==> config.mk <==
export PLATFORM = sky130hd
export DESIGN_NAME = load_store_unit
export DESIGN_NICKNAME = d
export VERILOG_FILES = /design/src/rtl/load_store_unit.sv
export SDC_FILE = /design/constraint.sdc
export NUM_CORES = 1
export LEC_CHECK = 0
export CAP_MARGIN = 20
export CORE_MARGIN = 5
export CORE_UTILIZATION = 44
export CTS_CLUSTER_DIAMETER = 50
export DETAILED_ROUTE_END_ITERATION = 6
export PLACE_DENSITY = 0.75
export SYNTH_ARGS = -nofsm -noshare
export SYNTH_HDL_FRONTEND = slang
export SYNTH_SLANG_ARGS = --single-unit
==> constraint.sdc <==
create_clock -name clk -period 2.4 [get_ports clk]
set_clock_uncertainty 0.2 [all_clocks]
set_input_delay 0.72 -clock clk [delete_from_list [all_inputs] [get_ports clk]]
set_output_delay 0.72 -clock clk [all_outputs]
set_load 0.01 [all_outputs]
==> src/rtl/load_store_unit.sv <==
// rtl/load_store_unit.sv - CPU load/store unit over a single-port word memory.
// Sub-word stores use read-modify-write; misaligned or out-of-range requests fault without touching memory.
module load_store_unit #(
  parameter int MEM_WORDS = 100
) (
  input  logic        clk,
  input  logic        reset,
  input  logic        req_valid,
  output logic        req_ready,
  input  logic        req_we,
  input  logic [1:0]  req_size,
  input  logic        req_signed,
  input  logic [31:0] req_addr,
  input  logic [31:0] req_wdata,
  output logic        rsp_valid,
  output logic [31:0] rsp_rdata,
  output logic        rsp_fault,
  output logic        mem_WE,
  output logic [31:0] mem_Address,
  output logic [31:0] mem_WD,
  input  logic [31:0] mem_RD
);

  typedef enum logic [1:0] {IDLE, ACCESS, WRITE, RESP} state_t;

  localparam logic [29:0] LP_WORDS = 30'(MEM_WORDS);

  state_t      r_state;
  logic        r_we;
  logic [1:0]  r_size;
  logic        r_signed;
  logic [1:0]  r_lane;
  logic [31:0] r_wdata;
  logic        r_rsp_valid;
  logic        r_rsp_fault;
  logic [31:0] r_rsp_rdata;
  logic        r_mem_we;
  logic [31:0] r_mem_wd;
  logic [31:0] r_mem_addr;

  logic        w_fault;
  logic [7:0]  w_lane_byte;
  logic [15:0] w_lane_half;
  logic [31:0] w_load_data;
  logic [31:0] w_merged;

  assign w_fault = (req_size == 2'b11)
                 | ((req_size == 2'b01) & req_addr[0])
                 | ((req_size == 2'b10) & (|req_addr[1:0]))
                 | (req_addr[31:2] >= LP_WORDS);

  // Lane extraction and merge both act on the word currently presented on mem_RD.
  always_comb begin
    w_lane_byte = mem_RD[{r_lane, 3'b000} +: 8];
    w_lane_half = r_lane[1] ? mem_RD[31:16] : mem_RD[15:0];
    case (r_size)
      2'b00:   w_load_data = {{24{r_signed & w_lane_byte[7]}}, w_lane_byte};
      2'b01:   w_load_data = {{16{r_signed & w_lane_half[15]}}, w_lane_half};
      default: w_load_data = mem_RD;
    endcase
    w_merged = mem_RD;
    if (r_size == 2'b00) begin
      w_merged[{r_lane, 3'b000} +: 8] = r_wdata[7:0];
    end else if (r_lane[1]) begin
      w_merged[31:16] = r_wdata[15:0];
    end else begin
      w_merged[15:0] = r_wdata[15:0];
    end
  end

  always_ff @(posedge clk or negedge reset) begin
    if (!reset) begin
      r_state     <= IDLE;
      r_we        <= 1'b0;
      r_size      <= 2'b00;
      r_signed    <= 1'b0;
      r_lane      <= 2'b00;
      r_wdata     <= 32'h0;
      r_rsp_valid <= 1'b0;
      r_rsp_fault <= 1'b0;
      r_rsp_rdata <= 32'h0;
      r_mem_we    <= 1'b0;
      r_mem_wd    <= 32'h0;
      r_mem_addr  <= 32'h0;
    end else begin
      case (r_state)
        IDLE: begin
          if (req_valid) begin
            r_we     <= req_we;
            r_size   <= req_size;
            r_signed <= req_signed;
            r_lane   <= req_addr[1:0];
            r_wdata  <= req_wdata;
            if (w_fault) begin
              r_state     <= RESP;
              r_rsp_valid <= 1'b1;
              r_rsp_fault <= 1'b1;
              r_rsp_rdata <= 32'h0;
            end else begin
              r_state    <= ACCESS;
              r_mem_addr <= {2'b00, req_addr[31:2]};
              if (req_we && req_size == 2'b10) begin
                r_mem_we <= 1'b1;
                r_mem_wd <= req_wdata;
              end
            end
          end
        end
        ACCESS: begin
          if (r_we && r_size != 2'b10) begin
            r_state  <= WRITE;
            r_mem_we <= 1'b1;
            r_mem_wd <= w_merged;
          end else begin
            r_state     <= RESP;
            r_mem_we    <= 1'b0;
            r_mem_wd    <= 32'h0;
            r_mem_addr  <= 32'h0;
            r_rsp_valid <= 1'b1;
            r_rsp_fault <= 1'b0;
            r_rsp_rdata <= r_we ? 32'h0 : w_load_data;
          end
        end
        WRITE: begin
          r_state     <= RESP;
          r_mem_we    <= 1'b0;
          r_mem_wd    <= 32'h0;
          r_mem_addr  <= 32'h0;
          r_rsp_valid <= 1'b1;
          r_rsp_fault <= 1'b0;
          r_rsp_rdata <= 32'h0;
        end
        RESP: begin
          r_state     <= IDLE;
          r_rsp_valid <= 1'b0;
        end
        default: r_state <= IDLE;
      endcase
    end
  end

  assign req_ready   = (r_state == IDLE);
  assign rsp_valid   = r_rsp_valid;
  assign rsp_rdata   = r_rsp_rdata;
  assign rsp_fault   = r_rsp_fault;
  assign mem_WE      = r_mem_we;
  assign mem_WD      = r_mem_wd;
  assign mem_Address = r_mem_addr;

endmodule

* Yosys cells after proc, flatten, opt, wreduce, memory -nomap -nowiden
Index checks and enable logic that the tools add are counted.
W data, S select, Z words.
** Operators by class
- Add/sub/neg operators :: 1
- Magnitude comparators :: 1
- Eq/ne operators :: 13
- Shift operators :: 3
- Multiplexer cells :: 35
- Bitwise gates (word level) :: 7
- Reductions and logical operators :: 11
** Operators with widths (count)
- $mux W32 :: 12
- $pmux W32 S3 :: 3
- $pmux W32 S2 :: 1
- $mux W16 :: 3
- $bwmux W32 :: 1
- $shift A8 B7 Y32 const A :: 1
- $shiftx A32 B6 Y8 :: 1
- $shiftx A8 B7 Y32 :: 1
- $ge A30 B7 Y1 const B :: 1
- $reduce_and A4 Y1 :: 3
- $mux W1 :: 9
- $eq A2 B2 Y1 const B :: 4
- $ne A2 B2 Y1 const B :: 4
- $pmux W2 S4 :: 1
- $neg A5 Y7 :: 1
- $eq A2 B1 Y1 const B :: 3
- $pmux W1 S3 :: 2
- $and A1 B1 Y1 :: 4
- $logic_not A2 Y1 :: 2
- $mux W2 :: 2
- $ne A2 B1 Y1 const B :: 2
- $pmux W1 S4 :: 1
- $or A1 B1 Y1 :: 3
- $reduce_and A3 Y1 :: 1
- other kinds (4) :: 5
** Word-level totals
- Flip-flop bits (word level) :: 123
- Bits of input ports :: 103
- Output and inout bits :: 100
- Logic and storage cells :: 83

* Depth between registers and ports, before layout
Gate-level depths: netlist of the first run.
- Depth after elaboration :: 8
- Gate-level depth with buffers :: 9
- Gate-level depth less buffers :: 7

* Least setup slack after synthesis of the first run
OpenSTA, ideal clock, no wires.
- Kind :: flip-flop to flip-flop
- From :: reg r_lane[1]
- To :: reg r_mem_wd[12], in the netlist mem_WD[12]
- Library setup time :: 0.125 ns
- Data arrival time :: 2.256 ns
- Required time :: 2.075 ns
- Path slack :: -0.180 ns
- Stages on the path, launching flop included :: 10
- Period minus slack after synthesis :: 2.580 ns
- Cell sequence :: dfrtp_1 > buf_2 > clkinv_1 > ha_1 > and4b_1 > buf_1 > a221o_1 > nand4_1 > o21ai_0 > mux2_2
** On the way
- Longest elaborated chain between the ends :: 6
- Elaborated cells on any way between the ends :: 8
- Classes of those cells :: add/sub: 1; shift: 2; mux: 5
** RTL lines
- start: declaration :: RTL line 32 : logic [1:0] r_lane;
- start signal: assignment :: RTL line 92 : r_lane <= req_addr[1:0];
- $neg A5 Y7 :: RTL line 63 : w_merged[{r_lane, 3'b000} +: 8] = r_wdata[7:0];
- $shiftx A8 B7 Y32 or $shift A8 B7 Y32 (tied branches) :: RTL line 63
- $bwmux W32 :: RTL line 63
- $mux W32 * :: RTL line 62 : if (r_size == 2'b00) begin
- $mux W32 * :: RTL line 110 : if (r_we && r_size != 2'b10) begin
- $pmux W32 S3 * :: RTL line 86 : case (r_state)
- end signal: assignment :: RTL line 104 : r_mem_wd <= req_wdata;
- end signal: assignment :: RTL line 113 : r_mem_wd <= w_merged;
- end: declaration :: RTL line 38 : logic [31:0] r_mem_wd;
Every way passes the cells marked *; elsewhere a longest branch is shown, timed or not.
A chain may end at the register's enable or synchronous reset.

* Worst setup path after layout of the first run
- From :: in mem_RD[15]
- To :: reg r_rsp_rdata[31], in the netlist rsp_rdata[31]
** On the way
- Longest elaborated chain between the ends :: 6
- Elaborated cells on any way between the ends :: 8
- Classes of those cells :: shift: 1; mux: 5; bitwise: 2
** RTL lines
- start: declaration :: RTL line 21 : input logic [31:0] mem_RD
- $shiftx A32 B6 Y8 or $mux W16 (tied branches) :: RTL line 54, 55
- $and A1 B1 Y1, on equally long branches :: RTL line 57, 58
- $pmux W32 S2 * :: RTL line 56 : case (r_size)
- $mux W32 * :: RTL line 121 : r_rsp_rdata <= r_we ? 32'h0 : w_load_data;
- $mux W32 * :: RTL line 110
- $pmux W32 S3 * :: RTL line 86
- end signal: assignment :: RTL line 121
- end: declaration :: RTL line 36 : logic [31:0] r_rsp_rdata;
Every way passes the cells marked *; elsewhere a longest branch is shown, timed or not. The select of a mux whose other input is x is not followed.

==> flow_metrics.py, run 1 <==
metrics = {
    "cells_and_area": {
        "design_area_sq_um": 10900,
        "area_growth_pct": 54.6,
        "ff_latch_area_sq_um": 3030,
        "final_common_cell": "clkdlybuf4s50_1",
        "layout_common_cells": "164 x clkdlybuf4s50_1, 121 x dfrtp_1, 95 x buf_4, 73 x mux2_2, 48 x inv_1",
        "drive_gt1_share_pct": 34.4,
        "fillCellCount": 1174,
        "nets": 1020,
        "diodes": 0,
        "multi_input_area_sq_um": 3750,
    },
    "placement": {
        "gp_congestion": 0.974,
        "dpl.hpwl_mm": 18.1,
        "placed_area_sq_um": 9890,
        "portBuffers": 200,
    },
    "worst_setup_path": {
        "r2r_start": "r_state[1]",
        "critPathSlowestCell": "mux4_2",
        "path_class": "in2reg",
        "crit_chain": "clkdlybuf4s50_1, mux4_2, nand3b_1, a21o_2, buf_12, a21oi_1, mux2_2",
        "cp-end-kind": "flip-flop",
        "crit_path_max_fanout": 16,
        "reg2reg_slack_ns": 0.04,
        "crit_end": "rsp_rdata[31]",
        "worstPathArrival_ns": 2.49,
        "critPathLaunch": "mem_RD[15]",
        "critPathMaxStageDelay_ns": 0.52,
        "cp-start-kind": "input port",
        "rr_worst_depth": 8,
        "critical_path_required_ns": 2.51,
        "r2r-end": "rsp_rdata[15]",
    },
    "clocking": {
        "cts_inserted_buffers": 17,
        "cts-htree-levels": 4,
        "path_clk_slew_ns": 0.06,
        "clkLatencyLatePin_ns": 0.42,
        "clkSinkCount": 121,
        "clk_path_buf_depth": 2,
        "cts_tree": "yes",
        "cts-root-buf": "clkbuf_16",
    },
    "drt": {
        "ant_nets": 0,
        "firstDrtPassIters": 5,
        "drt-total-wl_mm": 25.1,
        "drc": 0,
        "vias_per_cell": 5.73,
        "routedWlPerCell_um": 22.1,
        "vias": 6514,
        "first_iter_violations": 395,
    },
    "synth": {
        "synthArstFlopShare_pct": 100,
        "postSynthCellCount": 623,
        "synth_area_sq_um": 7040,
        "synth_seq_area_share_pct": 43.0,
        "ys.warnings.count": 0,
        "synth_enable_flop_cells": 0,
        "avgSynthCellArea_sq_um": 11.3,
        "synth_ff_type": "dfrtp_1",
        "yosys_register_bits": 121,
        "synthDistinctLibCells": 54,
    },
    "power_and_ir_drop": {
        "peakVddDrop_mv": 0.763,
        "p_per_area_nw_per_um2": 1450,
        "p_leak_uw": 0.00496,
    },
    "global_route": {
        "overflow": 0,
        "antenna_found_initial": 0,
        "grt_pass1_vias": 6900,
        "grt_use_total_pct": 27.3,
        "grt_max_degree": 51,
        "grt_first_pass_wirelength_mm": 38.5,
    },
    "timing": {
        "final-setup-viol-count": 0,
        "final_hold_viol_count": 0,
        "fin_crit_ns": 2.38,
        "max-slew-margin-rel_pct": 65.5,
        "period_share_pct": 99.2,
        "setup-tns-final_ns": 0,
        "fmax_mhz": 420,
        "drv_slew": 0,
        "tightest_slew_ns": 0.516,
    },
    "flow_run": {
        "max-cap-violations": 0,
    },
    "floorplan": {
        "ios": 203,
        "die_height_um": 136,
        "die_area_sq_um": 18600,
        "initial_core_util_pct": 44.6,
        "coreArea_sq_um": 15800,
        "num_rows": 46,
        "die_w_um": 136,
    },
    "worst_hold_path": {
        "min_path_type": "in2async",
    },
    "run_status": {
        "status": "complete, no violations",
    },
}
[cell usage after synthesis, types with 2 or more instances]
master	instances	area (sq um)
a21oi_1	30	150
a21oi_4	2	32.5
a221o_1	22	220
a221oi_1	7	61.3
a22oi_1	17	128
a31oi_1	2	12.5
buf_1	6	22.5
buf_2	8	40.0
buf_4	2	15.0
buf_6	10	113
clkbuf_1	23	86.3
clkinv_1	2	7.51
dfrtp_1	121	3030
ha_1	9	113
inv_1	52	195
mux2_2	76	856
mux2_4	35	526
mux2i_1	10	100
mux4_2	8	180
nand2_1	27	101
nand2b_1	4	25.0
nand4_1	17	106
nor2_1	7	26.3
nor2b_1	31	194
nor3_1	2	10.0
nor4_1	5	31.3
o211ai_1	9	67.6
o21ai_0	27	135
o221ai_1	6	52.6
o22ai_1	6	37.5
o2bb2ai_1	17	149
[critical path, delay by kind of cell]
family	cells	cell delay, ns
compound gates	2	0.21
buf+inv	2	0.64
mux	2	0.80
simple gates	1	0.11
[what timing repair did]
item,in CTS,in global routing
setup buffers,15,3
hold buffers,0,0
resized for setup,105,25
pin swaps,10,11
setup endpoints to repair,97,96
cloned,4,1
[cell type report]
| type | count | area share (%) |
|---|---|---|
| Tap cell | 216 | 2.48 |
| Sequential cell | 121 | 27.8 |
| Timing Repair Buffer | 312 | 27.4 |
| Multi-Input combinational cell | 402 | 34.4 |
| Clock inverter | 12 | 1.82 |
| Clock buffer | 20 | 4.11 |
| Inverter | 54 | 1.87 |
[cells by family after synthesis]
group | count (synthesis) | synth area share (%)
mux | 129 | 23.6
compound gates | 156 | 16.4
flops | 121 | 43.0
buf+inv | 103 | 6.81
simple gates | 104 | 8.54
other cells | 1 | 0.0533
fa+ha+maj | 9 | 1.60
[per-stage QoR]
stage	util, %	cells	hold WS [ns]	setup slack [ns]	total power, uW
floorplan	-	624	0.224	-0.0180	8840
global placement	62.7	1087	0.291	-1.07	11800
detailed placement	62.7	1087	0.293	-1.14	12000
CTS	69.0	1138	0.0561	0.000519	15800
global route	69.0	1137	0.0734	-0.000356	16600
finish	69.0	1137	0.0482	0.0180	15800
[registers in the layout (all words and copies together) (netlist names), 2 cells and up]
name / cells
mem_WD: 32
r_state: 2
r_lane: 2
r_wdata: 16
rsp_rdata: 32
mem_Address: 30
r_size: 2
[metal layers]
| metal | vias up | routed length (um) | track usage, % |
|---|---|---|---|
| li1 | 2867 | - | - |
| met1 | 3185 | 9910 | 32.7 |
| met2 | 385 | 11700 | 45.3 |
| met3 | 77 | 2350 | 8.29 |
| met4 | 0 | 1120 | 12.0 |
| met5 | - | 0 | 0 |
[worst min-delay path by stage]
stage	from	to	slack [ns]	cells after the start
2_1_floorplan	reset	mem_Address[0]	0.22	0
3_3_place_gp	mem_WD[4]	mem_WD[4]	0.29	1
3_5_place_dp	mem_WD[4]	mem_WD[4]	0.29	1
4_1_cts	reset	mem_Address[0]	0.06	1
5_1_grt	reset	mem_Address[0]	0.07	1
6_report	reset	mem_Address[0]	0.05	1
[report_power, final]
part	internal (uW)	switching (uW)	leakage, uW	total (uW)
Clock	1870	931	0.000310	2800
Sequential	2940	641	0.00156	3580
Combinational	5090	4350	0.00309	9440
Power figures use the tool's default switching activity.
==> inputs of run 2 (changes only) <==
- CORE_UTILIZATION: 44 -> 52
- PLACE_DENSITY: 0.75 -> 0.92
- clock period: 2.4 -> 2.75 ns (I/O delays scaled with it)
==> flow_metrics.py, run 2 (synthesized netlist as in run 1, its figures left out) <==
metrics = {
    "timing": {
        "period_share_pct": 99.1,
        "max-slew-margin-rel_pct": 58.2,
        "fmax_mhz": 367,
        "final-setup-viol-count": 0,
        "rsz0062_at_grt": "false",
        "setup-tns-final_ns": 0,
        "drv_slew": 0,
        "fin_crit_ns": 2.72,
        "final_hold_viol_count": 0,
        "tightest_slew_ns": 0.626,
    },
    "global_route": {
        "antenna_found_initial": 0,
        "grt_pass1_vias": 6736,
        "overflow": 0,
        "grt_use_total_pct": 30.0,
        "grt_max_degree": 61,
        "grt_first_pass_wirelength_mm": 37.5,
    },
    "drt": {
        "vias_per_cell": 6.14,
        "drt-total-wl_mm": 24.2,
        "routedWlPerCell_um": 23.2,
        "vias": 6405,
        "firstDrtPassIters": 6,
        "first_iter_violations": 553,
        "drc": 0,
        "ant_nets": 0,
    },
    "power_and_ir_drop": {
        "p_switching_uw": 5000,
        "cell_internal_pwr_uw": 7980,
        "p_leak_uw": 0.00467,
        "netSwitchingFraction_pct": 38.5,
        "p_per_area_nw_per_um2": 1270,
        "pwr-share-comb_pct": 59.5,
        "peakVddDrop_mv": 0.644,
        "power_frac_seq_pct": 24.3,
        "clkPwrFrac_pct": 16.2,
    },
    "floorplan": {
        "die_height_um": 126,
        "die_area_sq_um": 16000,
        "die_w_um": 126,
        "num_rows": 42,
        "initial_core_util_pct": 53.1,
        "ios": 203,
        "coreArea_sq_um": 13200,
    },
    "cells_and_area": {
        "final_common_cell": "clkdlybuf4s50_1",
        "diodes": 0,
        "fillCellCount": 881,
        "layout_common_cells": "187 x clkdlybuf4s50_1, 121 x dfrtp_1, 76 x mux2_2, 52 x inv_1, 49 x buf_4",
        "drive_gt1_share_pct": 26.0,
        "area_growth_pct": 45.6,
        "nets": 968,
        "fin_cells": 1044,
    },
    "worst_setup_path": {
        "rr_worst_depth": 5,
        "r2r-end": "mem_WD[23]",
        "path_class": "in2reg",
        "r2r_start": "r_state[0]",
        "worstPathArrival_ns": 2.82,
        "crit_path_max_fanout": 8,
        "cp-start-kind": "input port",
        "reg2reg_slack_ns": 0.24,
        "critical_path_required_ns": 2.84,
        "cp-end-kind": "flip-flop",
    },
    "clocking": {
        "cts-root-buf": "clkbuf_16",
        "cts-htree-levels": 4,
        "clk_path_buf_depth": 2,
        "cts_inserted_buffers": 17,
        "cts_tree": "yes",
        "clkLatencyLatePin_ns": 0.42,
        "clkSinkCount": 121,
        "path_clk_slew_ns": 0.05,
    },
    "run_status": {
        "status": "complete, no violations",
    },
    "flow_run": {
        "max-cap-violations": 0,
    },
    "placement": {
        "dpl.hpwl_mm": 17.2,
        "gp_congestion": 1.03,
        "portBuffers": 200,
        "placed_cells": 998,
    },
    "worst_hold_path": {
        "min_path_type": "in2async",
    },
}
## run 2: changes by cell type in the layout (fill, tap and decap cells not counted), moves of 4 or more
cell	change
dlygate4sd2_1	-6
clkdlybuf4s50_1	+23
inv_1	+4
clkdlybuf4s15_1	-6
bufinv_16	-4
buf_4	-46
ha_1	+4
dlymetal6s2s_1	+6
inv_2	-4
buf_2	-13
nor4_4	-4
## run 2: through the flow
| step | hold slack, ns | area (sq um) | util, % | setup WS [ns] | total power [uW] |
|---|---|---|---|---|---|
| detailed placement | 0.293 | 9410 | 71.1 | -0.828 | 10200 |
| global placement | 0.290 | 9410 | 71.1 | -0.756 | 9970 |
| CTS | 0.0512 | 10200 | 76.8 | 0.00144 | 12800 |
| floorplan | 0.271 | 7040 | - | 0.170 | 7700 |
| global route | 0.0582 | 10200 | 77.4 | 0.00193 | 13700 |
| finish | 0.0623 | 10200 | 77.4 | 0.0254 | 13000 |
## run 2: worst max-delay path, cell delays in order
cell and delay, ns:
clkdlybuf4s50_1 0.42, nor4_1 0.18, buf_4 0.17, nand4_1 0.20, nor3_4 0.22, buf_12 0.18
o21bai_4 0.12, clkbuf_16 0.19, mux2_4 0.30
## run 2: power by group through the flow
stage	sequential [uW]	clock (uW)	combinational (uW)
after floorplan	3260	0	4440
after global placement	3090	0	6890
after detailed placement	3140	0	7090
after CTS	3130	2130	7550
after global routing	3230	2220	8210
final	3150	2100	7720
## run 2: what timing repair did
| action | in CTS | in global routing |
|---|---|---|
| resized for setup | 9 | 12 |
| buffers inserted | 10 | 1 |
| hold buffers | 0 | 0 |
| gates cloned | 3 | 1 |
| pin swaps | 7 | 8 |
| setup endpoints to repair | 97 | 71 |
| endpoints found under the hold margin | 0 | 0 |
## run 2: cell type report
class	count	area, sq um	share of cell area [%]
clock buffer	24	492	4.80
clock inverter	7	67.6	0.659
inverter	54	203	1.98
multi-input combinational	402	3610	35.2
sequential	121	3030	29.6
tap	176	220	2.15
timing repair buffer	260	2630	25.6
## run 2: how the worst max path moves through the flow
stage,start,endpoint,slack [ns],cells past startpoint
2_1_floorplan,r_lane[1],mem_WD[12],0.17,9
6_report,req_addr[31],mem_Address[13],0.03,9
3_5_place_dp,req_size[0],mem_WD[0],-0.83,6
4_1_cts,req_addr[16],mem_Address[15],0.001,8
3_3_place_gp,req_size[0],mem_WD[0],-0.76,6
5_1_grt,r_state[1],req_ready,0.002,4
## run 2: layer usage
metal | up-vias | part of all wire [%] | track usage [%]
met4 | 0 | 4.8 | 15.0
met3 | 96 | 9.8 | 8.79
met2 | 427 | 47 | 48.6
li1 | 2758 | - | -
met1 | 3124 | 39 | 36.8
met5 | - | 0 | 0
==> inputs of run 3 (changes only) <==
- GPL_TIMING_DRIVEN: default -> 0
- SLEW_MARGIN: default -> 25
==> flow_metrics.py, run 3 (synthesized netlist as in run 1, its figures left out) <==
metrics = {
    "run_status": {
        "status": "complete, no violations",
    },
    "worst_setup_path": {
        "worstPathArrival_ns": 2.76,
        "cp-end-kind": "flip-flop",
        "crit_path_max_fanout": 10,
        "reg2reg_slack_ns": 0.14,
        "r2r_start": "r_size[1]",
        "critical_path_required_ns": 2.85,
        "cp-start-kind": "input port",
        "r2r-end": "rsp_rdata[28]",
        "rr_worst_depth": 5,
        "path_class": "in2reg",
    },
    "timing": {
        "fmax_mhz": 375,
        "max-slew-margin-rel_pct": 55.1,
        "fin_crit_ns": 2.67,
        "period_share_pct": 97.0,
        "tightest_slew_ns": 0.674,
        "final_hold_viol_count": 0,
        "final-setup-viol-count": 0,
        "drv_slew": 0,
        "worst_hold_slack_ns": 0.175,
        "worst_slack_ns": 0.0832,
    },
    "clocking": {
        "path_clk_slew_ns": 0.05,
        "clkSinkCount": 121,
        "ctsHoldBuffers": 0,
        "clkLatencyLatePin_ns": 0.42,
        "cts-htree-levels": 4,
        "cts_tree": "yes",
        "clk_path_buf_depth": 2,
        "cts-root-buf": "clkbuf_16",
        "cts_inserted_buffers": 17,
    },
    "cells_and_area": {
        "final_common_cell": "clkdlybuf4s50_1",
        "utilization_pct": 75.5,
        "drive_gt1_share_pct": 22.6,
        "layout_common_cells": "185 x clkdlybuf4s50_1, 120 x dfrtp_1, 76 x mux2_2, 50 x inv_1, 35 x mux2_4",
        "fin_cells": 1037,
        "fillCellCount": 864,
        "diodes": 0,
        "area_growth_pct": 42.1,
        "design_area_sq_um": 10000,
        "nets": 963,
    },
    "drt": {
        "ant_nets": 0,
        "drt-total-wl_mm": 23.6,
        "vias": 6391,
        "vias_per_cell": 6.16,
        "routedWlPerCell_um": 22.8,
        "firstDrtPassIters": 5,
        "first_iter_violations": 777,
        "drc": 0,
    },
    "placement": {
        "dpl.hpwl_mm": 17.7,
        "pre_cts_ws_ns": -0.665,
        "gp_congestion": 1.05,
        "placed_area_sq_um": 9290,
        "placed_cells": 1001,
        "portBuffers": 200,
    },
    "power_and_ir_drop": {
        "power_frac_seq_pct": 25.0,
        "p_switching_uw": 4960,
        "pwr-share-comb_pct": 59.0,
        "p_leak_uw": 0.00455,
        "peakVddDrop_mv": 0.770,
        "netSwitchingFraction_pct": 39.1,
        "cell_internal_pwr_uw": 7720,
        "p_per_area_nw_per_um2": 1270,
        "clkPwrFrac_pct": 16.1,
    },
    "floorplan": {
        "die_w_um": 126,
        "coreArea_sq_um": 13200,
        "die_height_um": 126,
        "ios": 203,
        "initial_core_util_pct": 53.1,
        "num_rows": 42,
        "die_area_sq_um": 16000,
    },
    "flow_run": {
        "max-cap-violations": 0,
    },
    "global_route": {
        "grt_use_total_pct": 28.9,
        "grt_first_pass_wirelength_mm": 36.0,
        "overflow": 0,
        "grt_pass1_vias": 6582,
        "grt_max_degree": 63,
        "antenna_found_initial": 0,
    },
    "worst_hold_path": {
        "min_path_type": "in2async",
    },
}
[run 3: cell count changes in the layout (fill, tap and decap cells not counted), moves of 3 or more]
cell / previous run / this run
buf_12: 10 / 2
buf_6: 0 / 12
buf_2: 0 / 5
buf_4: 49 / 9
buf_1: 0 / 4
clkbuf_1: 3 / 27
dlygate4sd2_1: 4 / 1
clkbuf_2: 0 / 3
dlymetal6s2s_1: 8 / 13
[run 3: per-layer routing]
layer	GRT usage [%]	up-vias	share of wire, %
met3	10.6	103	11
li1	-	2757	-
met4	12.2	0	4.2
met5	0	-	0
met2	46.5	421	46
met1	35.3	3110	38
[run 3: worst max-delay path, stage by stage]
cell and delay [ns]:
clkdlybuf4s50_1 0.52, nor3_2 0.05, o211ai_1 0.33, nor3_4 0.07, buf_12 0.14, a21oi_4 0.26
buf_6 0.21, mux2_2 0.35
[run 3: timing repair]
action | in CTS | in global routing
gates cloned | 1 | 0
pin swaps | 6 | 9
setup endpoints to repair | 96 | 96
gates resized for setup | 10 | 27
setup buffers | 6 | 2
[run 3: cell type report]
type                            instances  area [sq um]  area share (%)
Tap cell                              176           220            2.20
Clock buffer                           25           475            4.75
Clock inverter                          4          45.0           0.450
Buffer                                 47           288            2.88
Multi-Input combinational cell        400          3580            35.8
Inverter                               54           211            2.11
Sequential cell                       121          3030            30.3
Timing Repair Buffer                  210          2150            21.5
[run 3: power groups by stage]
stage	clock network [uW]	registers, uW	logic, uW
floorplan	0	3260	4440
global placement	0	3100	6950
detailed placement	0	3150	7160
CTS	2030	3140	7320
global route	2130	3240	7940
finish	2040	3170	7480
[run 3: how the worst max path moves through the flow]
stage	depth (start not counted)	end	startpoint
finish	8	mem_WD[27]	req_addr[1]
global route	9	rsp_rdata[17]	req_addr[30]
CTS	8	rsp_rdata[22]	req_size[0]
detailed placement	7	mem_WE	req_addr[27]
global placement	1	mem_WD[18]	reset
floorplan	9	mem_WD[12]	r_lane[1]
[run 3: metrics by stage]
stage	TNS [ns]	total power [uW]
after global placement	-529.50	10100
after CTS	0	12500
final	0	12700
after global routing	-0.0677	13300
after floorplan	0	7700
after detailed placement	-60.13	10300
